===== config.mk =====
export PLATFORM = sky130hd
export DESIGN_NAME = wb_uart_master_flat
export DESIGN_NICKNAME = d
export VERILOG_FILES = /design/src/rtl/wb_uart_master_if.sv /design/src/rtl/wb_uart_master.sv /design/src/flat_wrapper.sv
export SDC_FILE = /design/constraint.sdc
export NUM_CORES = 1
export LEC_CHECK = 0
export CORE_UTILIZATION = 41
export DETAILED_ROUTE_END_ITERATION = 10
export PLACE_DENSITY = 0.84
export REMOVE_ABC_BUFFERS = 1
export SETUP_SLACK_MARGIN = 0.15
export SYNTH_ARGS = -nofsm -noshare
export SYNTH_HDL_FRONTEND = slang
export SYNTH_SLANG_ARGS = --single-unit

===== constraint.sdc =====
create_clock -name wb_clk -period 1.52 [get_ports wb_clk]
set_input_delay 0.228 -clock wb_clk [delete_from_list [all_inputs] [get_ports wb_clk]]
set_output_delay 0.228 -clock wb_clk [all_outputs]
set_load 0.02 [all_outputs]

===== src/rtl/wb_uart_master_if.sv =====
// Host command/response channel plus the Wishbone-style strobe/ack port to the UART.
// master = the bridge itself; slave = the surrounding host and UART.
interface wb_uart_master_if #(
    parameter int ADDR_W = 2,
    parameter int DATA_W = 8
);
    logic              cmd_valid;
    logic              cmd_ready;
    logic              cmd_we;
    logic [ADDR_W-1:0] cmd_addr;
    logic [DATA_W-1:0] cmd_data;
    logic              rsp_valid;
    logic [DATA_W-1:0] rsp_data;
    logic              rsp_err;
    logic              busy;
    logic [ADDR_W-1:0] wb_addr;
    logic [DATA_W-1:0] wb_data_out;
    logic [DATA_W-1:0] wb_data_in;
    logic              wb_we;
    logic              wb_stb;
    logic              wb_ack;

    modport master (
        input  cmd_valid, cmd_we, cmd_addr, cmd_data, wb_data_in, wb_ack,
        output cmd_ready, rsp_valid, rsp_data, rsp_err, busy,
               wb_addr, wb_data_out, wb_we, wb_stb
    );

    modport slave (
        output cmd_valid, cmd_we, cmd_addr, cmd_data, wb_data_in, wb_ack,
        input  cmd_ready, rsp_valid, rsp_data, rsp_err, busy,
               wb_addr, wb_data_out, wb_we, wb_stb
    );
endinterface


===== src/rtl/wb_uart_master.sv =====
// Host command -> one four-phase strobe/ack UART access; rsp_valid 4 edges after accept with a 1-cycle-ack slave.
// One command in flight, no response backpressure; WB_UART_MASTER_TIMEOUT_EN enables the strobe timeout.
module wb_uart_master #(
    parameter int ADDR_W    = 2,
    parameter int DATA_W    = 8,
    parameter int TIMEOUT   = 255,
    parameter int TIMEOUT_W = 8
) (
    input  logic             wb_clk,
    input  logic             reset,
    wb_uart_master_if.master bus
);
    typedef enum logic [1:0] {IDLE, STROBE, RELEASE, RESP} state_t;

    if (TIMEOUT < 2 || TIMEOUT > (1 << TIMEOUT_W) - 1) begin : g_bad_timeout
        $error("wb_uart_master: TIMEOUT must be >= 2 and fit in TIMEOUT_W bits");
    end

    state_t            state_q, state_d;
    logic              cmd_ready_q, cmd_ready_d;
    logic              rsp_valid_q, rsp_valid_d;
    logic [DATA_W-1:0] rsp_data_q, rsp_data_d;
    logic              busy_q, busy_d;
    logic              wb_stb_q, wb_stb_d;
    logic              wb_we_q, wb_we_d;
    logic [ADDR_W-1:0] wb_addr_q, wb_addr_d;
    logic [DATA_W-1:0] wb_data_out_q, wb_data_out_d;
    logic              accept;
    logic              timeout_hit;

    assign accept = (state_q == IDLE) && bus.cmd_valid && cmd_ready_q;

`ifdef WB_UART_MASTER_TIMEOUT_EN
    localparam logic [TIMEOUT_W-1:0] CNT_LAST = TIMEOUT_W'(TIMEOUT - 1);

    logic [TIMEOUT_W-1:0] cnt_q, cnt_d;
    logic                 err_q, err_d;
    logic                 rsp_err_q, rsp_err_d;

    assign timeout_hit = (cnt_q == CNT_LAST);

    // Ack is tested before the counter, so an ack landing on the last count wins.
    always_comb begin
        cnt_d     = cnt_q;
        err_d     = err_q;
        rsp_err_d = 1'b0;
        if (accept) begin
            cnt_d = '0;
        end else if (state_q == STROBE && !bus.wb_ack && !timeout_hit) begin
            cnt_d = cnt_q + 1'b1;
        end
        if (state_q == STROBE && !bus.wb_ack && timeout_hit) begin
            err_d = 1'b1;
        end else if (state_q == RESP) begin
            err_d = 1'b0;
        end
        if (state_d == RESP) begin
            rsp_err_d = err_q;
        end
    end

    always_ff @(posedge wb_clk) begin
        if (reset) begin
            cnt_q     <= '0;
            err_q     <= 1'b0;
            rsp_err_q <= 1'b0;
        end else begin
            cnt_q     <= cnt_d;
            err_q     <= err_d;
            rsp_err_q <= rsp_err_d;
        end
    end

    assign bus.rsp_err = rsp_err_q;
`else
    assign timeout_hit = 1'b0;
    assign bus.rsp_err = 1'b0;
`endif

    always_ff @(posedge wb_clk) begin
        if (reset) begin
            state_q       <= IDLE;
            cmd_ready_q   <= 1'b0;
            rsp_valid_q   <= 1'b0;
            rsp_data_q    <= '0;
            busy_q        <= 1'b0;
            wb_stb_q      <= 1'b0;
            wb_we_q       <= 1'b1;
            wb_addr_q     <= '0;
            wb_data_out_q <= '0;
        end else begin
            state_q       <= state_d;
            cmd_ready_q   <= cmd_ready_d;
            rsp_valid_q   <= rsp_valid_d;
            rsp_data_q    <= rsp_data_d;
            busy_q        <= busy_d;
            wb_stb_q      <= wb_stb_d;
            wb_we_q       <= wb_we_d;
            wb_addr_q     <= wb_addr_d;
            wb_data_out_q <= wb_data_out_d;
        end
    end

    always_comb begin
        state_d = state_q;
        case (state_q)
            IDLE:    if (accept) state_d = STROBE;
            STROBE:  if (bus.wb_ack || timeout_hit) state_d = RELEASE;
            RELEASE: if (!bus.wb_ack) state_d = RESP;
            RESP:    state_d = IDLE;
            default: state_d = IDLE;
        endcase
    end

    // Outputs are registered versions of where the FSM is heading next.
    always_comb begin
        cmd_ready_d   = (state_d == IDLE) && !bus.wb_ack;
        busy_d        = (state_d != IDLE);
        wb_stb_d      = (state_d == STROBE);
        rsp_valid_d   = (state_d == RESP);
        rsp_data_d    = rsp_data_q;
        wb_we_d       = wb_we_q;
        wb_addr_d     = wb_addr_q;
        wb_data_out_d = wb_data_out_q;
        if (accept) begin
            wb_addr_d     = bus.cmd_addr;
            wb_data_out_d = bus.cmd_data;
            wb_we_d       = ~bus.cmd_we;
        end
        if (state_q == STROBE && bus.wb_ack && wb_we_q) begin
            rsp_data_d = bus.wb_data_in;
        end
    end

    assign bus.cmd_ready   = cmd_ready_q;
    assign bus.rsp_valid   = rsp_valid_q;
    assign bus.rsp_data    = rsp_data_q;
    assign bus.busy        = busy_q;
    assign bus.wb_stb      = wb_stb_q;
    assign bus.wb_we       = wb_we_q;
    assign bus.wb_addr     = wb_addr_q;
    assign bus.wb_data_out = wb_data_out_q;
endmodule


===== src/flat_wrapper.sv =====
// flat-port wrapper written by rule: the top's interface ports become plain ports
module wb_uart_master_flat 
#(
    parameter int ADDR_W    = 2,
    parameter int DATA_W    = 8,
    parameter int TIMEOUT   = 255,
    parameter int TIMEOUT_W = 8
)
  (wb_clk, reset, bus_cmd_valid, bus_cmd_we, bus_cmd_addr, bus_cmd_data, bus_wb_data_in, bus_wb_ack, bus_cmd_ready, bus_rsp_valid, bus_rsp_data, bus_rsp_err, bus_busy, bus_wb_addr, bus_wb_data_out, bus_wb_we, bus_wb_stb);
  wb_uart_master_if #(.ADDR_W(ADDR_W), .DATA_W(DATA_W)) bus_i ();
  input  logic wb_clk;
  input  logic reset;
  input wire logic [$bits(bus_i.cmd_valid)-1:0] bus_cmd_valid;
  input wire logic [$bits(bus_i.cmd_we)-1:0] bus_cmd_we;
  input wire logic [$bits(bus_i.cmd_addr)-1:0] bus_cmd_addr;
  input wire logic [$bits(bus_i.cmd_data)-1:0] bus_cmd_data;
  input wire logic [$bits(bus_i.wb_data_in)-1:0] bus_wb_data_in;
  input wire logic [$bits(bus_i.wb_ack)-1:0] bus_wb_ack;
  output wire logic [$bits(bus_i.cmd_ready)-1:0] bus_cmd_ready;
  output wire logic [$bits(bus_i.rsp_valid)-1:0] bus_rsp_valid;
  output wire logic [$bits(bus_i.rsp_data)-1:0] bus_rsp_data;
  output wire logic [$bits(bus_i.rsp_err)-1:0] bus_rsp_err;
  output wire logic [$bits(bus_i.busy)-1:0] bus_busy;
  output wire logic [$bits(bus_i.wb_addr)-1:0] bus_wb_addr;
  output wire logic [$bits(bus_i.wb_data_out)-1:0] bus_wb_data_out;
  output wire logic [$bits(bus_i.wb_we)-1:0] bus_wb_we;
  output wire logic [$bits(bus_i.wb_stb)-1:0] bus_wb_stb;
  assign bus_i.cmd_valid = bus_cmd_valid;
  assign bus_i.cmd_we = bus_cmd_we;
  assign bus_i.cmd_addr = bus_cmd_addr;
  assign bus_i.cmd_data = bus_cmd_data;
  assign bus_i.wb_data_in = bus_wb_data_in;
  assign bus_i.wb_ack = bus_wb_ack;
  assign bus_cmd_ready = bus_i.cmd_ready;
  assign bus_rsp_valid = bus_i.rsp_valid;
  assign bus_rsp_data = bus_i.rsp_data;
  assign bus_rsp_err = bus_i.rsp_err;
  assign bus_busy = bus_i.busy;
  assign bus_wb_addr = bus_i.wb_addr;
  assign bus_wb_data_out = bus_i.wb_data_out;
  assign bus_wb_we = bus_i.wb_we;
  assign bus_wb_stb = bus_i.wb_stb;
  wb_uart_master #(.ADDR_W(ADDR_W), .DATA_W(DATA_W), .TIMEOUT(TIMEOUT), .TIMEOUT_W(TIMEOUT_W)) u_core (.wb_clk(wb_clk), .reset(reset), .bus(bus_i));
endmodule

# Yosys cells after proc, flatten, opt, wreduce, memory -nomap -nowiden
# Index checks and enable logic that the tools add are counted.
[op_classes]
reduce_logical = 9
bitwise_logic = 1
n_mux = 4
n_eq_ne = 5
[ops]
columns = ["cell", "n"]
rows = [
  ["$pmux W2 S4", 1],
  ["$eq A2 B2 Y1 const B", 3],
  ["$mux W2", 3],
  ["$logic_and A1 B1 Y1", 5],
  ["$eq A2 B1 Y1 const B", 2],
  ["$logic_not A2 Y1", 2],
  ["$reduce_bool A2 Y1", 1],
  ["$logic_not A1 Y1", 1],
  ["$not A1 Y1", 1],
]
[word_totals]
input_bits = 23
regBits = 25
elab_cells = 28
out_inout_bits = 24

# Logic depth before layout (Yosys ltp)
[depth]
depth_word = 7
ltp_mapped = 3
depth_no_buf = 2

# Worst setup path after synthesis
# Ideal clock, no wire load.
[synth_path]
path_kind = "reg2reg"
from = "reg u_core.cmd_ready_q, in the netlist u_core.bus.cmd_ready"
to = "reg u_core.wb_addr_q[1], in the netlist u_core.bus.wb_addr[1]"
setup_time_ns = 0.072
arrival_time_ns = 1.035
slack_ns = 0.414
n_path_buf = 1
period_less_slack_ns = 1.106
stages_incl_launch_ff = 4
required_ns = 1.448
cell_sequence = "dfxtp_1 and4bb_4 buf_12 mux2i_1"
[synth_between]
elab_chain_cells = 1
[synth_rtl]
columns = ["item", "line_no", "source"]
rows = [
  ["start: declaration", "wb_uart_master.sv:20", "logic cmd_ready_q, cmd_ready_d;"],
  ["start signal: assignment", "wb_uart_master.sv:93", "cmd_ready_q <= cmd_ready_d;"],
  ["$logic_and A1 B1 Y1", "wb_uart_master.sv:31", "assign accept = (state_q == IDLE) && bus.cmd_valid && cmd_ready_q;"],
  ["end signal: assignment", "wb_uart_master.sv:99", "wb_addr_q <= wb_addr_d;"],
  ["end: declaration", "wb_uart_master.sv:26", "logic [ADDR_W-1:0] wb_addr_q, wb_addr_d;"],
]
# No other way between the ends.
# A chain may end at the register's enable or synchronous reset.

# Worst setup path after layout
[layout_path]
from = "reg u_core.wb_we_q, in the netlist u_core.bus.wb_we"
to = "out bus_wb_we"
[layout_rtl]
columns = ["item", "line_no", "source"]
rows = [
  ["start: declaration", "wb_uart_master.sv:25", "logic wb_we_q, wb_we_d;"],
  ["start signal: assignment", "wb_uart_master.sv:98", "wb_we_q <= wb_we_d;"],
  ["end: declaration", "flat_wrapper.sv:26", "output wire logic [$bits(bus_i.wb_we)-1:0] bus_wb_we;"],
]
# No word-level cell between the ends.

==> results.md <==
- CP endpoint kind: output port
- CP max stage delay: 0.37 ns
- Layout Skew: approximately 0.0074 ns
- Total Wirelength: roughly 2100 um
- Commonest cells in the netlist: 36 x nand2b_1, 25 x dfxtp_1, 19 x mux2i_1
- Iter 0 DRT Violations: 11
- Startpoint Class: register
- Later-pin clock latency in the skew report: 0.32 ns
- DR vias: 848
- Die Y: between 50 and 60 um
- Pleak: roughly 0.64 nW
- Status: finished clean
- Gr ovfl total: 0
- EDFF count, synth: 0
- IR drop worst, VDD: between 0.5 and 0.6 mV
- Pwr per Cell Area: slightly below 800 nW/um2
- Num rows: 18
- # DRC: 0
- Setup ws final: between 0.2 and 0.25 ns
- Post-cts repair resize count: 23
- Final setup TNS: 0 ns
- Power share of the clock group: 0.244
- Min cycle time layout: ~1.3 ns
- Sw Pwr: between 0.0002 and 0.0003 W
- Cells after Synth: 104
- Area after DPL: 1560 um2
- Synth area leader: dfxtp_1
- ANT nets after route: 0
- Met2 routed WL: 984 um
- Hold_buf cts: 0
- Sw frac: 0.244
- Die area: about 2900 um2
- Final Cycle Share: 0.836
- First-pass GRT wire length: 3270 um
- Combinational power share: 0.176
- Final hold violation count: 0
- Root Buffer: clkbuf_4
- Final setup vio count: 0
- Nets: approximately 170
- Slew Viols, Final: 0
- Vias in the first global route: slightly below 800
- CP bufs+invs: 1
- Vias per inst: 4.74
- Synth Warn #: 0
- Wire length on met3: roughly 160 um
- Clock Sinks: 25
- Final non-filler cell total: 179
- Top cell type's share of synthesized area: 0.456
- Achievable frequency: around 0.79 GHz
- First-pass detailed-route iteration total: 4
- CP Max Fanout: 3
- Top Layer Used: met4
- Largest net degree at the start of global routing: 20
- Die Span X: ~54 um
- # IOs: 47
- Worst-case clock buffer depth: 2
- WL/cell: about 12 um
- Area grow syn2layout: 41.3%
- Syn Area/Cell: approximately 11 um2
- Postcts setup bufs: 0
- Most common cell in the synthesized netlist: nand2b_1
- Wire length on met1: roughly 890 um
- Inserted Diodes: 0
- Req. time, crit path: about 1.3 ns
- Hold/Removal Path Class: in -> reg
- Largest cells by area after synthesis: dfxtp_1 46%, nand2b_1 21%, mux2i_1 17%, buf_12 1.8%, and4bb_4 1.5%
- CP Cell Sequence: dlygate4sd2_1
- Sequential share of power: 0.580
- # fillers: between 200 and 250
- Max Cap Viol: 0
- Clock-pin slew on the worst setup and hold paths: ~0.13 ns
- PortBufs: 45
- Post-synth cell types: 21
- Worst Path Arrival: 1.04 ns
- Pint: around 0.0009 W
- Asr flop ratio synth: 0
- Initial antenna violation count: 0
- Core Footprint: roughly 2500 um2
- Cell family with most CP delay: flip-flops
- Sequential-to-total area share from yosys stat: 0.456
- Pre-CTS setup slack: ~0.025 ns
- Slowest-stage cell, CP: dfxtp_1
- Hold slack: between 0.4 and 0.5 ns
- DPL Wire Length: ~1600 um
- CTS Buf Count: 3
- CTS tree: done
- #FFs+latches synth: 25
- RSZ-0062 raised after global routing: no
- Starting density of the core: 0.439
- GP Congestion: between 0.6 and 0.7
- Placed cell count: between 150 and 200
- Layout cells sized above 1: 0.0671
- H-tree levels: 1
- Prevailing post-synth register cell: dfxtp_1
- CP Class: reg -> out
- Total track usage: 0.164
- Netlist Area Pre-Place: about 1100 um2
- Post-Layout Inst Area: 1550 um2
==> metal layers <==
| metal | GRT usage | up-vias |
|---|---|---|
| li1 | - | 428 |
| met1 | 0.191 | 385 |
| met2 | 0.255 | 31 |
| met3 | 0.0565 | 4 |
| met4 | 0.105 | 0 |
| met5 | 0 | - |
==> final cells by class <==
type	count	area, um2	area share
clock buffer	4	26.3	0.0169
multi-input combinational	72	544	0.351
sequential	25	500	0.322
tap	30	37.5	0.0242
timing repair buffer	48	444	0.286
==> cell usage in the layout (no fill, tap or decap), drive strengths merged <==
master         netlist  final
nand2b              36     36
dfxtp               25     25
dlygate4sd2          0     23
clkdlybuf4s50        0     22
mux2i               19     19
clkbuf               4      4
a21oi                3      3
buf                  3      3
nor2                 2      2
and4b                1      1
or2                  1      1
or2b                 1      1
and4bb               1      1
nor2b                1      1
nand4bb              1      1
or3b                 1      1
xnor2                1      1
o22ai                1      1
nor3b                1      1
nand3b               1      1
conb                 1      1
==> through the flow <==
step / utilization / total power [W]
after floorplan: - / 0.000808
after global placement: 0.622 / 0.000931
after detailed placement: 0.622 / 0.000936
after CTS: 0.621 / 0.00121
after global routing: 0.621 / 0.00125
final: 0.621 / 0.00120
==> kinds of logic (layout without fill, tap and decap cells) <==
logic type / after synthesis / in the layout / synth area share
AO/OA/AOI/OAI: 4 / 4 / 0.0194
XOR/XNOR: 1 / 1 / 0.00797
buffers and inverters: 7 / 52 / 0.0490
flip-flops: 25 / 25 / 0.456
multiplexers: 19 / 19 / 0.173
other: 1 / 1 / 0.00341
AND/OR/NAND/NOR: 47 / 47 / 0.292
==> final timing paths <==
path	start	to	slack [ns]	cells past startpoint
hold reg to reg	u_core.bus.wb_data_out[3]$_SDFFE_PP0P_	u_core.bus.wb_data_out[3]$_SDFFE_PP0P_	0.47	2
hold / removal	bus_cmd_data[4]	u_core.bus.wb_data_out[4]$_SDFFE_PP0P_	0.46	3
setup / recovery	u_core.bus.wb_we$_SDFFE_PP1P_	bus_wb_we	0.25	1
setup reg to reg	u_core.state_q[1]$_SDFF_PP0_	u_core.bus.wb_data_out[7]$_SDFFE_PP0P_	0.34	2
==> state kept, by name, indices dropped and copies added, names as in the netlist <==
| signal | count |
|---|---|
| u_core.bus.rsp_data | 8 |
| u_core.bus.rsp_valid | 1 |
| u_core.bus.wb_data_out | 8 |
| u_core.bus.wb_stb | 1 |
| u_core.state_q | 2 |
| u_core.bus.cmd_ready | 1 |
| u_core.bus.wb_we | 1 |
| u_core.bus.wb_addr | 2 |
| u_core.bus.busy | 1 |
==> power groups by stage <==
stage	logic, W	clock network, W	registers (W)
after floorplan	0.0000741	0	0.000734
after global placement	0.000223	0	0.000708
after detailed placement	0.000227	0	0.000709
after CTS	0.000213	0.000306	0.000694
after global routing	0.000225	0.000329	0.000698
final	0.000210	0.000291	0.000694
(Power assumes the default switching activity.)
